<file path="config.mk">
export PLATFORM = sky130hd
export DESIGN_NAME = alu_multicycle
export DESIGN_NICKNAME = d
export VERILOG_FILES = /design/src/rtl/alu_pkg.sv /design/src/rtl/mul_iter.sv /design/src/rtl/alu_multicycle.sv
export SDC_FILE = /design/constraint.sdc
export NUM_CORES = 1
export LEC_CHECK = 0
export BUFFER_PORTS_ARGS = -buffer_cell sky130_fd_sc_hd__buf_2
export CORE_MARGIN = 2
export CORE_UTILIZATION = 60
export CTS_CLUSTER_SIZE = 25
export DETAILED_ROUTE_END_ITERATION = 6
export PLACE_DENSITY = 0.79
export SETUP_SLACK_MARGIN = 0.05
export SLEW_MARGIN = 20
export SYNTH_ARGS = -nofsm -noshare
export SYNTH_HDL_FRONTEND = slang
export SYNTH_HIERARCHICAL = 1
export SYNTH_SLANG_ARGS = --single-unit
</file>
<file path="constraint.sdc">
create_clock -name clk -period 9.85 [get_ports clk]
set_input_delay 0.4925 -clock clk [delete_from_list [all_inputs] [get_ports clk]]
set_output_delay 0.4925 -clock clk [all_outputs]
set_load 0.02 [all_outputs]
</file>
<file path="src/rtl/alu_pkg.sv">
// Shared ALU definitions: op codes, FSM state encoding and the default datapath width.
// The ALU control decoder imports this package so the codes are defined in one place.
package alu_pkg;

    localparam int ALU_WIDTH = 32;

    localparam logic [3:0] AND_OP   = 4'd0;
    localparam logic [3:0] OR_OP    = 4'd1;
    localparam logic [3:0] ADD_OP   = 4'd2;
    localparam logic [3:0] SLL_OP   = 4'd3;
    localparam logic [3:0] SRL_OP   = 4'd4;
    localparam logic [3:0] SUB_OP   = 4'd6;
    localparam logic [3:0] SLT_OP   = 4'd7;
    localparam logic [3:0] MUL_OP   = 4'd8;
    localparam logic [3:0] VHSUM_OP = 4'd9;

    typedef enum logic [1:0] {
        ST_IDLE     = 2'd0,
        ST_MUL_BUSY = 2'd1,
        ST_DONE     = 2'd2
    } alu_state_e;

endpackage

</file>
<file path="src/rtl/mul_iter.sv">
// Iterative shift-add multiplier retiring STEP_BITS multiplier bits per cycle.
// Produces the low WIDTH bits of A*B; done pulses alongside the final accumulated product.
module mul_iter #(
    parameter int WIDTH     = 32,
    parameter int STEP_BITS = 1
) (
    input  logic             clk,
    input  logic             rst,
    input  logic             start,
    input  logic [WIDTH-1:0] a,
    input  logic [WIDTH-1:0] b,
    output logic             busy,
    output logic             done,
    output logic [WIDTH-1:0] product_lo
);

    localparam int ITERS = WIDTH / STEP_BITS;
    localparam int CNT_W = $clog2(ITERS + 1);
    localparam logic [CNT_W-1:0] LAST = CNT_W'(ITERS - 1);

    logic [WIDTH-1:0] mcand_q, mplier_q, acc_q;
    logic [WIDTH-1:0] partial, acc_d;
    logic [CNT_W-1:0] cnt_q;
    logic             busy_q;

    // Partial product of the multiplicand and the low STEP_BITS multiplier bits.
    always_comb begin
        partial = '0;
        for (int j = 0; j < STEP_BITS; j++) begin
            if (mplier_q[j]) begin
                partial = partial + (mcand_q << j);
            end
        end
        acc_d = acc_q + partial;
    end

    always_ff @(posedge clk) begin
        if (rst) begin
            mcand_q  <= '0;
            mplier_q <= '0;
            acc_q    <= '0;
            cnt_q    <= '0;
            busy_q   <= 1'b0;
        end else if (start) begin
            mcand_q  <= a;
            mplier_q <= b;
            acc_q    <= '0;
            cnt_q    <= '0;
            busy_q   <= 1'b1;
        end else if (busy_q) begin
            mcand_q  <= mcand_q << STEP_BITS;
            mplier_q <= mplier_q >> STEP_BITS;
            acc_q    <= acc_d;
            cnt_q    <= cnt_q + 1'b1;
            if (done) begin
                busy_q <= 1'b0;
            end
        end
    end

    assign busy       = busy_q;
    assign done       = busy_q && (cnt_q == LAST);
    assign product_lo = acc_d;

endmodule

</file>
<file path="src/rtl/alu_multicycle.sv">
// Execute-stage ALU with valid/ready handshakes: single-cycle ops register in one cycle,
// MUL is delegated to the iterative multiplier; one-entry output register holds the result.
module alu_multicycle
    import alu_pkg::*;
#(
    parameter int WIDTH     = ALU_WIDTH,
    parameter int STEP_BITS = 1
) (
    input  logic             clk,
    input  logic             rst,
    input  logic             in_valid,
    output logic             in_ready,
    input  logic [3:0]       alu_control,
    input  logic [WIDTH-1:0] alu_op_a,
    input  logic [WIDTH-1:0] alu_op_b,
    output logic             out_valid,
    input  logic             out_ready,
    output logic [WIDTH-1:0] alu_out,
    output logic             zero_flag
);

    localparam int SHAMT_W = $clog2(WIDTH);
    localparam int HALF    = WIDTH / 2;

    alu_state_e       state_q, state_d;
    logic [WIDTH-1:0] alu_out_q;
    logic             zero_q;
    logic             accept, is_mul, mul_start, mul_busy, mul_done;
    logic [WIDTH-1:0] mul_product, comb_result;

    function automatic logic [WIDTH-1:0] vhsum(input logic [WIDTH-1:0] a, input logic [WIDTH-1:0] b);
        logic [HALF-1:0] hi, lo;
        hi = a[WIDTH-1:HALF] + b[WIDTH-1:HALF];
        lo = a[HALF-1:0] + b[HALF-1:0];
        return {hi, lo};
    endfunction

    function automatic logic [WIDTH-1:0] alu_result(input logic [3:0] op,
                                                   input logic [WIDTH-1:0] a,
                                                   input logic [WIDTH-1:0] b);
        logic signed [WIDTH-1:0] a_s, b_s;
        a_s = a;
        b_s = b;
        case (op)
            AND_OP:   return a & b;
            OR_OP:    return a | b;
            ADD_OP:   return a + b;
            SUB_OP:   return a - b;
            SLL_OP:   return a << b[SHAMT_W-1:0];
            SRL_OP:   return a >> b[SHAMT_W-1:0];
            SLT_OP:   return {{(WIDTH-1){1'b0}}, (a_s < b_s)};
            VHSUM_OP: return vhsum(a, b);
            default:  return '0;
        endcase
    endfunction

    mul_iter #(
        .WIDTH     (WIDTH),
        .STEP_BITS (STEP_BITS)
    ) u_mul (
        .clk        (clk),
        .rst        (rst),
        .start      (mul_start),
        .a          (alu_op_a),
        .b          (alu_op_b),
        .busy       (mul_busy),
        .done       (mul_done),
        .product_lo (mul_product)
    );

    assign is_mul      = (alu_control == MUL_OP);
    assign comb_result = alu_result(alu_control, alu_op_a, alu_op_b);

    always_ff @(posedge clk) begin
        if (rst) begin
            state_q <= ST_IDLE;
        end else begin
            state_q <= state_d;
        end
    end

    // A DONE-state accept behaves exactly like an IDLE accept (same-cycle hand-off).
    always_comb begin
        state_d = state_q;
        case (state_q)
            ST_IDLE: begin
                if (accept) state_d = is_mul ? ST_MUL_BUSY : ST_DONE;
            end
            ST_MUL_BUSY: begin
                if (mul_done) state_d = ST_DONE;
            end
            ST_DONE: begin
                if (out_ready) begin
                    if (in_valid) state_d = is_mul ? ST_MUL_BUSY : ST_DONE;
                    else          state_d = ST_IDLE;
                end
            end
            default: state_d = ST_IDLE;
        endcase
    end

    always_comb begin
        in_ready  = 1'b0;
        out_valid = 1'b0;
        case (state_q)
            ST_IDLE: in_ready = !mul_busy;
            ST_DONE: begin
                in_ready  = out_ready && !mul_busy;
                out_valid = 1'b1;
            end
            default: ;
        endcase
        accept    = in_valid && in_ready;
        mul_start = accept && is_mul;
    end

    always_ff @(posedge clk) begin
        if (rst) begin
            alu_out_q <= '0;
            zero_q    <= 1'b0;
        end else if (accept && !is_mul) begin
            alu_out_q <= comb_result;
            zero_q    <= (comb_result == '0);
        end else if (mul_done) begin
            alu_out_q <= mul_product;
            zero_q    <= (mul_product == '0);
        end
    end

    assign alu_out   = alu_out_q;
    assign zero_flag = zero_q;

endmodule

</file>
# Word level (Yosys, flattened, before mapping)
# Cells that the tools add are included.
[totals]
register_bits = 138
in_bits = 72
output_inout_bits = 35
[op_classes]
n_addsub = 6
magnitude_cmp = 1
eq_ne = 14
shift = 2
muxes = 21
bitwise = 2
n_reduce_logical = 15
[op_table]
columns = ["operator", "n"]
rows = [
  ["one-hot mux 32 bit (8 select lines)", 1],
  ["2-to-1 mux 32 bit", 7],
  ["adder 32 bit", 2],
  ["logical NOT 32 bit", 2],
  ["adder 16 bit", 2],
  ["AND 32 bit", 1],
  ["< comparator 32 bit", 1],
  ["OR 32 bit", 1],
  ["left shift 32 x 5 -> 32 bit", 1],
  [">> shifter 32 x 5 -> 32 bit", 1],
  ["subtractor 32 bit", 1],
  ["equality test 4 x 3 -> 1 bit (second input constant)", 3],
  ["2-to-1 mux 2 bit", 5],
  ["equality test 4 x 2 -> 1 bit (second input constant)", 2],
  ["equality test 4 bit (second input constant)", 2],
  ["adder 6 x 1 -> 6 bit (second input constant)", 1],
  ["equality test 6 x 5 -> 1 bit (second input constant)", 1],
  ["2-to-1 mux 1 bit", 6],
  ["!= test 2 bit (second input constant)", 3],
  ["one-hot mux 2 bit (3 select lines)", 1],
  ["logical AND 1 bit", 5],
  ["equality test 4 x 1 -> 1 bit (second input constant)", 1],
  ["logical NOT 4 bit", 1],
  ["nonzero test 2 bit", 2],
  ["other kinds (7)", 8],
]

# Depth between registers and ports, before layout
[logic_depth]
depth_word = 6
mapped_depth = 19

# Hierarchy
# Netlist, hierarchy kept.
[modules_own_cells]
columns = ["mod", "n_inst", "cells_each", "area_each_um2"]
rows = [
  ["alu_multicycle", 1, 1645, 11657.4],
  ["mul_iter", 1, 762, 6159.7],
]

# Worst setup path before layout
# No wires, ideal clock.
[synth_timing]
path_type = "in2reg"
startpoint = "input alu_op_b[2]"
endpoint = "register zero_q (netlist: zero_flag)"
t_arrival_ns = 4.053
required_ns = 9.766
setup_slack_ns = 5.713
path_stages = 17
n_path_buf = 3
path_cell_list = "buf_2 > inv_1 > buf_2 > buf_1 > ha_1 > o21ba_1 > or4_1 > a21boi_1 > nor2_1 > xnor2_1 > nor2_1 > a2111o_1 > nor4_1 > nand4_1 > nor4_1 > nand4_1 > o31ai_2"
[synth_between]
elab_chain_cells = 4
[synth_lines]
columns = ["element", "line_no", "source"]
rows = [
  ["start: declaration", "alu_multicycle.sv:15", "input logic [WIDTH-1:0] alu_op_b,"],
  ["subtractor 32 bit, or another cell as far along", "alu_multicycle.sv:48", "SUB_OP: return a - b;"],
  ["one-hot mux 32 bit (8 select lines) *", "alu_multicycle.sv:44", "case (op)"],
  ["logical NOT 32 bit *", "alu_multicycle.sv:123", "zero_q <= (comb_result == '0);"],
  ["2-to-1 mux 1 bit *", "alu_multicycle.sv:121", "end else if (accept && !is_mul) begin"],
  ["end signal: assignment", "alu_multicycle.sv:123", ""],
  ["end signal: assignment", "alu_multicycle.sv:126", "zero_q <= (mul_product == '0);"],
  ["end: declaration", "alu_multicycle.sv:27", "logic zero_q;"],
]
# Every way passes the cells marked *; elsewhere a longest branch is shown, timed or not.
# A chain may end at the register's enable or synchronous reset.

# Worst setup path in the final report
[layout_timing]
startpoint = "input alu_op_b[3]"
endpoint = "register zero_q (netlist: zero_flag)"
# Same word-level chain as after synthesis.

==> results.toml <==
[clock_tree]
clockBufferDepth = 2
cts_tree = "yes"
cts_sinks = 138
ctsHtreeMaxLevel = 4
cts_root_buf = "clkbuf_16"
cts_setup_buffers = 0
hold_buffers = 0
cts_made_buffers = 17
clk_pin_slew_ns = 0.07
clk_latency_ns = 0.46
post_cts_resize_count = 0

[worst_setup_path]
crit-reg2reg-launch = "u_mul/mplier_q[0]"
cp_max_fo = 50
timing.rr.end = "zero_flag"
startpoint_type = "input pin"
critPathKind = "in2reg"
rrSetupSlack_ns = 4.83
required_ns = 10.23
worstSetupEndpointType = "flip-flop"
crit_arrival_ns = 5.69
r2r_cells = 18

[min_path]
hold_depth = 3
min_from = "alu_op_b[27]"
hold_path.class = "in2reg"
min_to = "u_mul/mplier_q[27]"

[global_route]
grt_pass1_wl_um = 115000
antenna_found_initial = 1
overflow = 0
grt_max_degree = 97
grt_usage_pct = 49.2
first_global_vias = 18600

[finish]
final_cells = 2775
finalInstanceArea_mm2 = 0.0188
synthToLayoutAreaGrowth_pct = 5.53
antenna_cells = 0
finalNetCount = 2586
drive_gt1_share_pct = 10.5
n_fill_cell = 2616

[route]
wirelength_um = 78200
drc = 5
firstDrtPassIters = 7
drt-initial-drc-count = 3426
antenna_left = 0
post_drt_wl_per_cell_um = 28.2
via_per_inst = 7.26
vias = 20100

[logic_synthesis]
synth_seq_area_share_pct = 15.5
synth-simple-area-share_pct = 21.5
synth_top_area_share_pct = 15.5
synthTopCellsByCount = "330 x nor2_1, 220 x a21oi_1, 187 x mux2i_1, 186 x nand2_1"
async_reset_ff_share_pct = 0
synth_cell_type_count = 99
synth-edff-count = 0
netlist_instances = 2407
synth_compound_area_share_pct = 25.8
yosysWarningCount = 6
syn-num-nets = 2621
synth.most_common_cell = "nor2_1"
synth-main-ff-cell = "dfxtp_1"
synth-seq-cells = 138
synth_mux_area_share_pct = 16.8
synthAdderAreaFrac_pct = 10.1
synth.area.top_cells = "dfxtp_1 16%, mux2i_1 11%, ha_1 9.7%"
avgSynthCellArea_um2 = 7.40
syn_area_mm2 = 0.0178
synth_top_family_by_area = "compound AO/OA/AOI/OAI gates"
synth_area_leader_cell = "dfxtp_1"
synth-xor-area-share_pct = 3.00

[placed_design]
dp_cells = 2743
dp_hpwl_um = 58300
io_buffers = 106
gp_congestion = 1.14
post_dp_cell_area_mm2 = 0.0182

[floorplan]
ioPinCount = 107
die_w_um = 176
initial_core_util_pct = 60.6
core.rowCount = 63
dieArea_mm2 = 0.0311
die_y_um = 176
coreArea_mm2 = 0.0294

[job]
maxCapViolations = 0

[sta]
final_hold_viol_count = 0
tightest_slew_ns = 1.15
slew_headroom_pct = 23.4
rsz0062_at_grt = "false"
fin_crit_ns = 5.31
setup_tns_ns = 0
slew_violations = 0
fmax_ghz = 0.188
period_share_pct = 53.9
skew_ns = 0.0152
setup_viol = 0

[power]
peakVddDrop_mv = 0.142
leakagePower_nw = 7.96
powerDensity_mw_per_mm2 = 108

[outcome]
outcome = "complete, but fails checks"
violations = "DRC"
-- logic make-up (layout without fill, tap and decap cells) --
kind of cell / Yosys count / in the layout
flops: 138 / 138
compound gates: 688 / 688
fa+ha+maj: 142 / 142
buf+inv: 305 / 283
mux: 247 / 247
simple gates: 826 / 826
xor+xnor: 61 / 61
-- flip-flops by register name, indices dropped and copies added (netlist names) --
register,count
u_mul/acc_q,32
state_q,2
u_mul/mplier_q,32
u_mul/mcand_q,32
u_mul/cnt_q,6
alu_out,32
u_mul/busy,1
zero_flag,1
-- report_power, final --
part / switching (mW) / total, mW / internal [mW]
combinational: 0.527 / 0.771 / 0.244
sequential: 0.0168 / 0.592 / 0.575
clock: 0.291 / 0.673 / 0.382
total: 0.835 / 2.04 / 1.20
-- per-stage QoR --
stage | total power [mW] | utilization, % | hold slack, ns | setup WS [ns]
floorplan | 1.08 | - | 0.456 | 5.71
detailed placement | 1.33 | 62.0 | 0.493 | 4.29
global placement | 1.32 | 62.0 | 0.467 | 4.42
global route | 2.09 | 64.0 | 0.323 | 4.39
CTS | 1.99 | 64.0 | 0.303 | 4.75
finish | 2.04 | 64.0 | 0.310 | 4.54
-- critical path: stages --
cell and delay (ns):
buf_2 0.07, buf_4 0.50, inv_1 0.62, ha_1 0.68, nand2_1 0.14, o31ai_1 0.30, a21oi_1 0.17, nor4_1 0.21
a2bb2oi_1 0.52, a311oi_1 0.22, a221oi_1 0.28, nor2b_1 0.15, a2111oi_0 0.71, and3_1 0.25, nand4_1 0.10, o31ai_2 0.23
-- worst max path at each step --
stage                     start  slack (ns)         to  depth (start not counted)
finish              alu_op_b[3]        4.54  zero_flag                         16
global route        alu_op_b[3]        4.39  zero_flag                         16
CTS                 alu_op_b[3]        4.75  zero_flag                         16
detailed placement  alu_op_b[3]        4.29  zero_flag                         16
global placement    alu_op_b[3]        4.42  zero_flag                         15
floorplan           alu_op_b[2]        5.71  zero_flag                         17
-- cells in the final DEF, fill, tap and decap left out, drive strengths merged, types with 47 or more instances in the layout --
master and count:
dfxtp 138, mux2i 188, nor2 330, nor3 47, a21oi 220, buf 129, ha 138, nand2 186
o21ai 96, inv 124, a211oi 74, nand3 48
-- area by class of cell --
class	count	area (um2)	area share, %
Multi-Input combinational cell	1964	13800	73.3
Sequential cell	138	2770	14.7
Timing Repair Buffer	129	711	3.78
Tap cell	390	488	2.60
Inverter	122	460	2.45
Clock buffer	19	443	2.36
Clock inverter	13	144	0.765
-- layer usage --
metal  GRT usage [%]  part of all wire, %
met5               0                0.014
met4            29.3                  7.3
met3            15.9                   14
met2            75.3                   42
met1            60.2                   36
(Power assumes the default switching activity.)
